**config.mk**
```make
export PLATFORM = sky130hd
export DESIGN_NAME = shift_rows_stream_flat
export DESIGN_NICKNAME = d
export VERILOG_FILES = /design/src/rtl/shift_rows_stream_if.sv /design/src/rtl/shift_rows_stream.sv /design/src/flat_wrapper.sv
export SDC_FILE = /design/constraint.sdc
export NUM_CORES = 1
export LEC_CHECK = 0
export ABC_CLOCK_PERIOD_IN_PS = 2710
export BUFFER_PORTS_ARGS = -buffer_cell sky130_fd_sc_hd__buf_2
export CORE_MARGIN = 3
export CORE_UTILIZATION = 58
export DETAILED_ROUTE_END_ITERATION = 10
export PLACE_DENSITY = 0.8
export RECOVER_POWER = 50
export SETUP_SLACK_MARGIN = 0.15
export SYNTH_ARGS = -nofsm -noshare
export SYNTH_HDL_FRONTEND = slang
export SYNTH_SLANG_ARGS = --single-unit
```
**constraint.sdc**
```tcl
create_clock -name clk -period 2.71 [get_ports clk]
set_clock_uncertainty 0.05 [all_clocks]
set_input_delay 0.4065 -clock clk [delete_from_list [all_inputs] [get_ports clk]]
set_output_delay 0.4065 -clock clk [all_outputs]
set_load 0.02 [all_outputs]
```
**src/rtl/shift_rows_stream_if.sv**
```systemverilog
// Valid/ready stream bundle for the shift_rows_stream stage.
// The upstream side drives the column, the mode bit and in_valid.
// The downstream side drives out_ready.
interface shift_rows_stream_if;
  logic        decrypt;
  logic        in_valid;
  logic        in_ready;
  logic [31:0] in_data;
  logic        out_valid;
  logic        out_ready;
  logic [31:0] out_data;
  logic        out_last;

  // Producer/consumer view: drives the input column, consumes the shifted column.
  modport master (
    output decrypt, in_valid, in_data, out_ready,
    input  in_ready, out_valid, out_data, out_last
  );

  // Stage view: accepts input columns, produces shifted columns.
  modport slave (
    input  decrypt, in_valid, in_data, out_ready,
    output in_ready, out_valid, out_data, out_last
  );
endinterface

```
**src/rtl/shift_rows_stream.sv**
```systemverilog
// Column-serial ShiftRows / InvShiftRows stage for Rijndael with NB = 4, 6 or 8 columns.
// The stage buffers one whole block in LOAD, then emits the row-shifted columns in DRAIN.
// Row offsets are 0,1,2,3, except for NB = 8, where they are 0,1,3,4.
module shift_rows_stream #(
  parameter int NB = 4
) (
  input  logic                clk,
  input  logic                rst,
  shift_rows_stream_if.slave  bus
);

  generate
    if (!(NB == 4 || NB == 6 || NB == 8)) begin : g_bad_nb
      $error("shift_rows_stream: NB must be 4, 6 or 8");
    end
  endgenerate

  localparam int              CW       = $clog2(NB);
  localparam logic [CW-1:0]   CNT_LAST = CW'(NB - 1);
  localparam logic [CW-1:0]   CNT_ONE  = CW'(1);

  localparam logic [0:0] ST_LOAD  = 1'b0;
  localparam logic [0:0] ST_DRAIN = 1'b1;

  logic [0:0]    state_q, state_d;
  logic [CW-1:0] cnt_q, cnt_d;
  logic          mode_q, mode_d;
  logic [31:0]   col_q [NB];
  logic [31:0]   shifted_col;
  logic          load_fire;
  logic          drain_fire;

  // Rotation amount for row r. NB = 8 uses the wider offsets for rows 2 and 3.
  function automatic int row_offset(input int r);
    case (r)
      0:       return 0;
      1:       return 1;
      2:       return (NB == 8) ? 3 : 2;
      default: return (NB == 8) ? 4 : 3;
    endcase
  endfunction

  // Source column for row r of output column col, wrapped modulo NB (not 2**CW).
  // For decrypt, the offset is subtracted by adding NB - offset.
  // The sum is always below 2*NB, so one conditional subtract is enough for the wrap.
  function automatic logic [CW-1:0] src_col(input logic [CW-1:0] col, input int r,
                                            input logic dec);
    int s;
    s = int'(col) + (dec ? (NB - row_offset(r)) : row_offset(r));
    if (s >= NB) s = s - NB;
    return CW'(s);
  endfunction

  assign load_fire  = (state_q == ST_LOAD)  && bus.in_valid;
  assign drain_fire = (state_q == ST_DRAIN) && bus.out_ready;

  // Assemble the shifted column for the current output index from the buffered block.
  always_comb begin
    // NOTE: every always_comb output gets a default first so no path leaves it unassigned (no latch).
    shifted_col = '0;
    for (int r = 0; r < 4; r++) begin
      shifted_col[31-8*r -: 8] = col_q[src_col(cnt_q, r, mode_q)][31-8*r -: 8];
    end
  end

  assign bus.in_ready  = (state_q == ST_LOAD);
  assign bus.out_valid = (state_q == ST_DRAIN);
  assign bus.out_data  = (state_q == ST_DRAIN) ? shifted_col : 32'h0;
  assign bus.out_last  = (state_q == ST_DRAIN) && (cnt_q == CNT_LAST);

  // Next-state logic: LOAD fills the buffer and DRAIN walks through the shifted columns.
  always_comb begin
    state_d = state_q;
    cnt_d   = cnt_q;
    mode_d  = mode_q;
    if (load_fire) begin
      if (cnt_q == '0) mode_d = bus.decrypt;
      if (cnt_q == CNT_LAST) begin
        cnt_d   = '0;
        state_d = ST_DRAIN;
      end else begin
        cnt_d = cnt_q + CNT_ONE;
      end
    end
    if (drain_fire) begin
      if (cnt_q == CNT_LAST) begin
        cnt_d   = '0;
        state_d = ST_LOAD;
      end else begin
        cnt_d = cnt_q + CNT_ONE;
      end
    end
  end

  // Control registers with synchronous reset.
  always_ff @(posedge clk) begin
    // NOTE: sequential state uses non-blocking assignments so all registers update from pre-edge values.
    if (rst) begin
      state_q <= ST_LOAD;
      cnt_q   <= '0;
      mode_q  <= 1'b0;
    end else begin
      state_q <= state_d;
      cnt_q   <= cnt_d;
      mode_q  <= mode_d;
    end
  end

  // Column buffer: write at the load index, and clear it on reset.
  always_ff @(posedge clk) begin
    if (rst) begin
      // NOTE: this buffer is cleared on reset on purpose, so a discarded block can never leak into a later drain.
      for (int i = 0; i < NB; i++) col_q[i] <= '0;
    end else if (load_fire) begin
      col_q[cnt_q] <= bus.in_data;
    end
  end

endmodule

```
**src/flat_wrapper.sv**
```systemverilog
// flat-port wrapper written by rule: the top's interface ports become plain ports
module shift_rows_stream_flat 
#(
  parameter int NB = 4
)
  (clk, rst, bus_decrypt, bus_in_valid, bus_in_data, bus_out_ready, bus_in_ready, bus_out_valid, bus_out_data, bus_out_last);
  shift_rows_stream_if bus_i ();
  input  logic clk;
  input  logic rst;
  input wire logic [$bits(bus_i.decrypt)-1:0] bus_decrypt;
  input wire logic [$bits(bus_i.in_valid)-1:0] bus_in_valid;
  input wire logic [$bits(bus_i.in_data)-1:0] bus_in_data;
  input wire logic [$bits(bus_i.out_ready)-1:0] bus_out_ready;
  output wire logic [$bits(bus_i.in_ready)-1:0] bus_in_ready;
  output wire logic [$bits(bus_i.out_valid)-1:0] bus_out_valid;
  output wire logic [$bits(bus_i.out_data)-1:0] bus_out_data;
  output wire logic [$bits(bus_i.out_last)-1:0] bus_out_last;
  assign bus_i.decrypt = bus_decrypt;
  assign bus_i.in_valid = bus_in_valid;
  assign bus_i.in_data = bus_in_data;
  assign bus_i.out_ready = bus_out_ready;
  assign bus_in_ready = bus_i.in_ready;
  assign bus_out_valid = bus_i.out_valid;
  assign bus_out_data = bus_i.out_data;
  assign bus_out_last = bus_i.out_last;
  shift_rows_stream #(.NB(NB)) u_core (.clk(clk), .rst(rst), .bus(bus_i));
endmodule
```
==> metrics.md <==
| Metric | Value |
|---|---|
| Crit. End Element | output port |
| Vias in the first global route | 3647 |
| R2r setup slk | 380 ps |
| DRC Markers | 0 |
| Setup TNS | 0 ps |
| Wire per inst | 19.8 um |
| IO Pins | 72 |
| Area Growth Syn to Fin | 20.9% |
| Leakage power | 0.00276 uW |
| Critical Path RT | 2250 ps |
| Sequential share of the synthesized area | 0.659 |
| DR vias/cell | 5.50 |
| Synth async-reset ratio | 0 |
| Final setup vio count | 0 |
| Clk Latency, worst-skew pair | 520 ps |
| Core area | 9860 um2 |
| Slowest stage delay, CP | 520 ps |
| Port Buffer Count | 71 |
| Initial antenna violation count | 1 |
| Seq cells post-synth | 132 |
| Cells after Synth | 377 |
| TritonRoute pass-1 iters | 4 |
| HPWL Detailed | 7.24 mm |
| Slew headroom | 0.251 |
| CP max-delay cell | mux4_2 |
| Leading area contributor after synthesis | edfxtp_1 |
| Clock Tree Buf Depth | 2 |
| Type of the worst setup path | reg2out |
| CTS tree | built |
| Yosys cell types | 24 |
| Seq pwr share | 0.513 |
| Syn avg cell area | 15.8 um2 |
| Most instantiated cells after synthesis | 161 x and2_1, 128 x edfxtp_1, 31 x mux4_2, 20 x clkbuf_1, 4 x dfxtp_1 |
| Placer Congestion | 0.736 |
| Htree depth | 4 |
| Psw | 1020 uW |
| HP Class | in2reg |
| FMAX | 395 MHz |
| Share of cells above drive strength 1 | 0.342 |
| Routed Wire Length | 12.1 mm |
| Startpoint types | register |
| CTS Buf Count | 17 |
| Clk slew on worst S/H paths | 50 ps |
| Final min period | 2530 ps |
| Final worst-path cycle share | 0.934 |
| Max-slew violations | 0 |
| Final ANT Viol Nets | 0 |
| CTS Root Cell | clkbuf_8 |
| Critical Path AT | 2070 ps |
| Max cap viols | 0 |
| Nets@finish | 505 |
| Yosys warnings | 0 |
| Clock Power Share | 0.394 |
| Initial DRC Count | 191 |
| Pin count of the biggest net entering global routing | 33 |
| Combinational Power Share | 0.093 |
| Int Power | 3690 uW |
| Diode count | 0 |
| GRT Resource Usage Total | 0.230 |
| Die footprint | 11500 um2 |
| Critical Path Fanout Max | 8 |
| Endpoints failing hold | 0 |
| Syn Nets | 416 |
| Most common cell in the netlist | and2_1 |
| Critical-path cell list | xor2_2 -> buf_6 -> mux4_2 -> and2_4 -> buf_6 |
| Syn Std Cell Area | 5950 um2 |
| Clock Sinks | 132 |
| Hold Slack | 110 ps |
| Most frequent CP cell | buf_6 |
| Sw Share | 0.216 |
| Status | complete, no violations |
| RSZ-0062 raised after global routing | true |
| Initial Util | 0.604 |
| Least-Margin Pin Slew | 1120 ps |
| Die Wd | 107 um |
| Synth top area share | 0.646 |
| Final Total Pwr | 4710 uW |
| Row cnt | 36 |
| Vert. Die Dim | 107 um |
| DR vias | 3368 |
| Number of enable flip-flop cells after synthesis | 128 |
| Peak supply drop | 0.000436 V |
| First-pass GRT wire length | 19.2 mm |
| Synth area leaders | edfxtp_1 65%, and2_1 17%, mux4_2 12%, dfxtp_1 1.3%, clkbuf_1 1.3% |
| Power Density | 654 nW/um2 |
| GRT Residual Overflow | 0 |
| Synth Flop Type | edfxtp_1 |
-- cell families after synthesis --
logic type,synth area share
AO/OA/AOI/OAI,0.00757
AND/OR/NAND/NOR,0.182
flip-flops,0.659
buffers and inverters,0.0170
XOR/XNOR,0.00546
adder cells (fa/ha/maj),0.00420
multiplexers,0.125
-- placed cells by master, fill, tap and decap left out, drive strengths merged, types with 3 or more instances in the layout --
cell,Yosys,routed
clkinv,0,8
inv,3,3
and2,161,161
clkbuf,20,31
nor3,3,3
mux4,32,32
edfxtp,128,128
dfxtp,4,4
buf,3,85
-- path summary, 6_finish.rpt --
kind | cells after the start | start | end
worst max-delay path | 5 | u_core.cnt_q[1] | bus_out_data[16]
worst min-delay path | 3 | bus_decrypt | u_core.mode_q
worst max register to register | 5 | u_core.bus.out_valid | u_core.col_q[3][13]
worst min register to register | 2 | u_core.mode_q | u_core.mode_q
-- repair_timing --
item,CTS,global route
buffers inserted,4,0
pin swaps,4,6
hold buffers,0,0
gates resized for setup,30,22
setup endpoints to repair,25,16
-- worst max-delay path, delay by kind of cell, from the launching register on --
kind,cells,cell delay (ps)
buffers and inverters,2,310
AND/OR/NAND/NOR,1,170
multiplexers,1,520
XOR/XNOR,1,160
flip-flops,1,390
-- final cells by class --
type,instances,area [um2]
clock buffer,23,437
clock inverter,9,38.8
fill,622,2660
inverter,3,11.3
multi-input combinational,219,1970
sequential,132,3940
tap,133,166
timing repair buffer,93,642
-- per-layer routing --
metal  part of all wire  track usage  vias up  wire [um]
met4              0.020       0.0895        2        240
met2               0.53        0.390      129       6460
li1                   -            -     1546          -
met5             0.0011            0        -         13
met1               0.39        0.286     1666       4680
met3              0.060       0.0588       25        726
-- metrics by stage --
step | util | setup slack (ps) | instance area (um2) | cells
floorplan | - | 424 | 5950 | 377
global placement | 0.668 | 323 | 6590 | 576
detailed placement | 0.668 | 243 | 6590 | 576
CTS | 0.729 | 147 | 7190 | 612
global route | 0.730 | 102 | 7200 | 612
finish | 0.730 | 180 | 7200 | 612
-- flip-flops by register name, summed over array words and instances, names as in the netlist --
signal / count
u_core.bus.out_valid: 1
u_core.cnt_q: 2
u_core.col_q: 128
u_core.mode_q: 1
-- power groups by stage --
stage          Clock (uW)  Combinational (uW)  Sequential (uW)
2_1_floorplan           0                 271             2440
3_3_place_gp            0                 405             2450
6_report             1850                 440             2410
4_1_cts              1870                 450             2410
3_5_place_dp            0                 416             2460
5_1_grt              1970                 476             2420
No activity file was read; power rests on OpenSTA's default activity.
